$ cat config.mk
export PLATFORM = sky130hd
export DESIGN_NAME = cva6_mem_responder
export DESIGN_NICKNAME = d
export VERILOG_FILES = /design/src/rtl/cva6_mem_responder.sv
export SDC_FILE = /design/constraint.sdc
export NUM_CORES = 1
export LEC_CHECK = 0
export ABC_AREA = 0
export CORE_MARGIN = 2
export CORE_UTILIZATION = 45
export DETAILED_ROUTE_END_ITERATION = 8
export PLACE_DENSITY = 0.81
export SLEW_MARGIN = 10
export SYNTH_ARGS = -nofsm -noshare
export SYNTH_HDL_FRONTEND = slang
export SYNTH_SLANG_ARGS = --single-unit
$ cat constraint.sdc
create_clock -name clk_i -period 2.75 [get_ports clk_i]
set_input_delay 0.4125 -clock clk_i [delete_from_list [all_inputs] [get_ports clk_i]]
set_output_delay 0.4125 -clock clk_i [all_outputs]
set_load 0.1 [all_outputs]
$ cat src/rtl/cva6_mem_responder.sv
// Memory responder model for the LSU: in-order request queue with fixed latency,
// stall back-pressure on retirement, and a small word-addressed backing store.
module cva6_mem_responder #(
  parameter int NUM_WORDS = 8,
  parameter int LATENCY   = 2,
  parameter int DEPTH     = 2
) (
  input  logic                      clk_i,
  input  logic                      rst_ni,
  input  logic                      req_valid_i,
  output logic                      req_ready_o,
  input  logic                      req_we_i,
  input  logic [31:0]               req_addr_i,
  input  logic [31:0]               req_wdata_i,
  input  logic                      stall_i,
  output logic                      load_mem_resp_o,
  output logic                      store_mem_resp_o,
  output logic [31:0]               rdata_o,
  output logic [NUM_WORDS*32-1:0]   mem_o
);
  localparam int IW   = $clog2(NUM_WORDS);
  localparam int PW   = (DEPTH > 1) ? $clog2(DEPTH) : 1;
  localparam int CNTW = $clog2(DEPTH + 1);

  typedef struct packed {
    logic          we;
    logic [IW-1:0] idx;
    logic [31:0]   wdata;
    logic [2:0]    cd;
  } entry_t;

  entry_t [DEPTH-1:0]        q_q;
  logic   [DEPTH-1:0]        vld_q;
  logic   [PW-1:0]           head_q, tail_q;
  logic   [CNTW-1:0]         cnt_q;
  logic   [NUM_WORDS-1:0][31:0] mem_q;

  entry_t head;
  logic   accept, retire;

  function automatic logic [PW-1:0] ptr_inc(input logic [PW-1:0] p);
    return (p == PW'(DEPTH - 1)) ? '0 : PW'(p + 1'b1);
  endfunction

  // Ready looks only at the registered count, so a full queue stays closed
  // for the cycle in which its head retires.
  assign req_ready_o = rst_ni && (cnt_q < CNTW'(DEPTH));
  assign accept      = req_valid_i && req_ready_o;
  assign head        = q_q[head_q];
  assign retire      = vld_q[head_q] && (head.cd == 3'd0) && !stall_i;

  assign load_mem_resp_o  = retire && !head.we;
  assign store_mem_resp_o = retire && head.we;
  assign rdata_o          = load_mem_resp_o ? mem_q[head.idx] : 32'd0;
  assign mem_o            = mem_q;

  always_ff @(posedge clk_i or negedge rst_ni) begin
    if (!rst_ni) begin
      q_q    <= '0;
      vld_q  <= '0;
      head_q <= '0;
      tail_q <= '0;
      cnt_q  <= '0;
      mem_q  <= '0;
    end else begin
      for (int i = 0; i < DEPTH; i++)
        if (vld_q[i] && q_q[i].cd != 3'd0) q_q[i].cd <= q_q[i].cd - 3'd1;
      if (retire) begin
        vld_q[head_q] <= 1'b0;
        head_q        <= ptr_inc(head_q);
        if (head.we) mem_q[head.idx] <= head.wdata;
      end
      // Accept never targets the retiring slot: accept requires a non-full queue.
      if (accept) begin
        q_q[tail_q]   <= '{we: req_we_i, idx: req_addr_i[IW+1:2],
                           wdata: req_wdata_i, cd: 3'(LATENCY - 1)};
        vld_q[tail_q] <= 1'b1;
        tail_q        <= ptr_inc(tail_q);
      end
      case ({accept, retire})
        2'b10:   cnt_q <= cnt_q + 1'b1;
        2'b01:   cnt_q <= cnt_q - 1'b1;
        default: cnt_q <= cnt_q;
      endcase
    end
  end
endmodule

==> impl_metrics.csv <==
group,metric,value,unit
cells_and_area,register_area,8510,sq um
synthesis,yosys-top-cells-area,"dfrtp_1, mux2_2, nand2_1",
synthesis,synth_cell_types,57,
clock_network,cts_root_buffer,"clkbuf_16",
clock_network,clk_pin_slew,0.06,ns
grt,grt_overflow_total,0,
cells_and_area,layout-drive-gt1-share,46.9,%
outcome,violations,"setup timing",
worst_setup_path,endpoint_kind,"output pin",
worst_setup_path,arrival,2.70,ns
timing,rsz0062_at_grt,"yes",
grt,grt_util_all_layers,30.8,%
synthesis,ys_warn_count,0,
synthesis,synth_compound_area_share,11.3,%
route,ant_nets,0,
synthesis,syn-num-nets,1421,
die,fp.dieW,190,um
synthesis,yosys.area.top_type,"dfrtp_1",
clock_network,cts_buffers,36,
grt,busiest_layer,"met2",
worst_setup_path,worstPathMaxFanout,6,
grt,grt_max_degree,168,
synthesis,synth_edf_count,0,
timing,skew,0.0206,ns
timing,hold_slack,0.311,ns
cells_and_area,utilization,65.2,%
clock_network,clock_latency,0.52,ns
grt,use_met2,48.3,%
grt,met3_usage,6.49,%
route,num_vias,13663,
die,fp.dieH,190,um
cells_and_area,finalNetCount,1827,
placement,dpl.hpwl,37.8,mm
worst_setup_path,cp-start-kind,"register",
grt,antenna_found_initial,4,
timing,setup_violations,33,
hold_path,hold_class,"input pin to async pin",
synthesis,synth-xor-area-share,0.339,%
synthesis,muxShareOfSynthArea,21.2,%
die,dieArea,36000,sq um
synthesis,syn_avg_cell_area,11.5,sq um
synthesis,synthTopCellsByCount,"dfrtp_1, nand2_1, mux2_2, o21ai_0, clkbuf_1",
route,routed_via_density,6.11,
route,firstDrtPassIters,6,
synthesis,async_reset_ff_share,100,%
worst_setup_path,cp.required,2.34,ns
route,routed_wl,58.1,mm
synthesis,synth.most_common_cell,"dfrtp_1",
timing,hold_viol,0,
synthesis,synthAdderAreaFrac,0.403,%
timing,period_needed,3.12,ns
placement,portBuffers,330,
die,start_util,45.3,%
route,remaining_drc_errors,0,
cells_and_area,multiInputGateArea,7430,sq um
synthesis,ys.flop_type,"dfrtp_1",
timing,report.final.slew_viol_count,0,
outcome,status,"finished with violations",
die,ios,360,
route,dr.first_iter.drc_count,1348,
synthesis,yosysTopAreaCellShare,54.8,%
grt,grt_pass1_vias,13362,
timing,timing.fmax,0.321,GHz
die,fp.coreArea,34300,sq um
die,rows,68,
synthesis,ys_seq_area_share,54.8,%
placement,place.gp.congestion,0.881,
timing,period_share,113,%
timing,worst_pin_slew,0.956,ns
clock_network,htree_levels,2,
synthesis,synth_top_family_by_area,"multiplexers",
grt,grt.met1_usage,40.6,%
run,maxCapViolCount,0,
route,routedWlPerCell,26.0,um
cells_and_area,fillers,2405,
synthesis,ys_ff_latch,340,
clock_network,clockBufferDepth,3,
clock_network,cts_tree,"built",
clock_network,clock-sinks,340,
synthesis,syn_inst,1347,
synthesis,yosys.area_share.simple,8.87,%
timing,worst_slack,-0.366,ns
timing,max_slew_margin,36.3,%
synthesis,syn_area,15500,sq um
grt,grt_pass1_wl,83.3,mm
cells_and_area,area_growth,44.1,%
worst_setup_path,path_class,"register to output pin",
## routing by layer
| layer | wire [um] | up-vias |
|---|---|---|
| li1 | - | 5688 |
| met1 | 21800 | 6797 |
| met2 | 27200 | 938 |
| met3 | 5870 | 240 |
| met4 | 3240 | 0 |
| met5 | 0 | - |
## what timing repair did
item,in CTS,in global routing
cloned,2,1
pin swaps,16,37
hold buffers,1,0
resized for setup,73,88
hold endpoints to repair,6,0
setup endpoints to repair,33,33
buffers inserted,25,28
## state kept, by name, summed over array words and instances (netlist names)
register and count:
mem_o 256, q_q 78, cnt_q 2, vld_q 2, head_q 1, tail_q 1
## through the flow
stage	setup TNS [ns]	instances	worst slack [ns]	cell area (sq um)
2_1_floorplan	-0.618	1347	-0.291	15900
5_1_grt	-10.79	2237	-0.423	22400
6_report	-8.80	2238	-0.366	22400
4_1_cts	-9.12	2205	-0.340	21600
3_3_place_gp	-0.162	2113	-0.0654	19800
3_5_place_dp	-0.230	2113	-0.0866	19800
## worst max-delay path: stages (launching register included)
cell and delay (ns):
dfrtp_4 0.50, buf_12 0.15, buf_6 0.14, nand2b_4 0.09
o32a_1 0.19, buf_4 0.14, buf_4 0.10, o32ai_2 0.07
or4_4 0.44, a21oi_4 0.17, buf_12 0.19
## area by class of cell
cell class	instances	share of cell area [%]
Clock inverter	12	0.509
Inverter	9	0.173
Tap cell	455	2.55
Sequential cell	340	38.1
Clock buffer	52	4.84
Timing Repair Buffer	469	20.6
Antenna cell	4	0.0448
Multi-Input combinational cell	897	33.2
## cells in the final DEF, fill, tap and decap left out, drive strengths merged, types with 8 or more instances in the layout
| cell | Yosys | layout |
|---|---|---|
| a21oi | 19 | 19 |
| a22oi | 9 | 9 |
| and3 | 14 | 14 |
| buf | 46 | 429 |
| clkbuf | 55 | 53 |
| clkdlybuf4s50 | 0 | 38 |
| clkinv | 0 | 11 |
| dfrtp | 340 | 340 |
| inv | 9 | 8 |
| mux2 | 236 | 236 |
| mux2i | 50 | 50 |
| nand2 | 207 | 207 |
| nand3 | 25 | 25 |
| nor2 | 35 | 35 |
| nor3 | 15 | 15 |
| o211ai | 23 | 23 |
| o21ai | 136 | 136 |
| o221ai | 24 | 24 |
| o22ai | 39 | 39 |
## worst paths after layout
check	from	to	slack (ns)	cells after the start
max in group asynchronous	rst_ni	q_q[10]	0.93	4
setup reg to reg	head_q	mem_o[200]	0.06	10
setup / recovery	head_q	rdata_o[1]	-0.37	10
min in group clk_i	cnt_q[0]	cnt_q[0]	0.50	1
hold / removal	rst_ni	mem_o[17]	0.31	2
hold reg to reg	cnt_q[0]	cnt_q[0]	0.50	1
## kinds of logic after synthesis
family	Yosys count
adder cells (fa/ha/maj)	5
buffers and inverters	110
multiplexers	286
XOR/XNOR	6
AND/OR/NAND/NOR	318
flip-flops	340
AO/OA/AOI/OAI	282
Power is not shown: default switching activity piles up to over one toggle a cycle in this logic, so the estimate is an artifact.
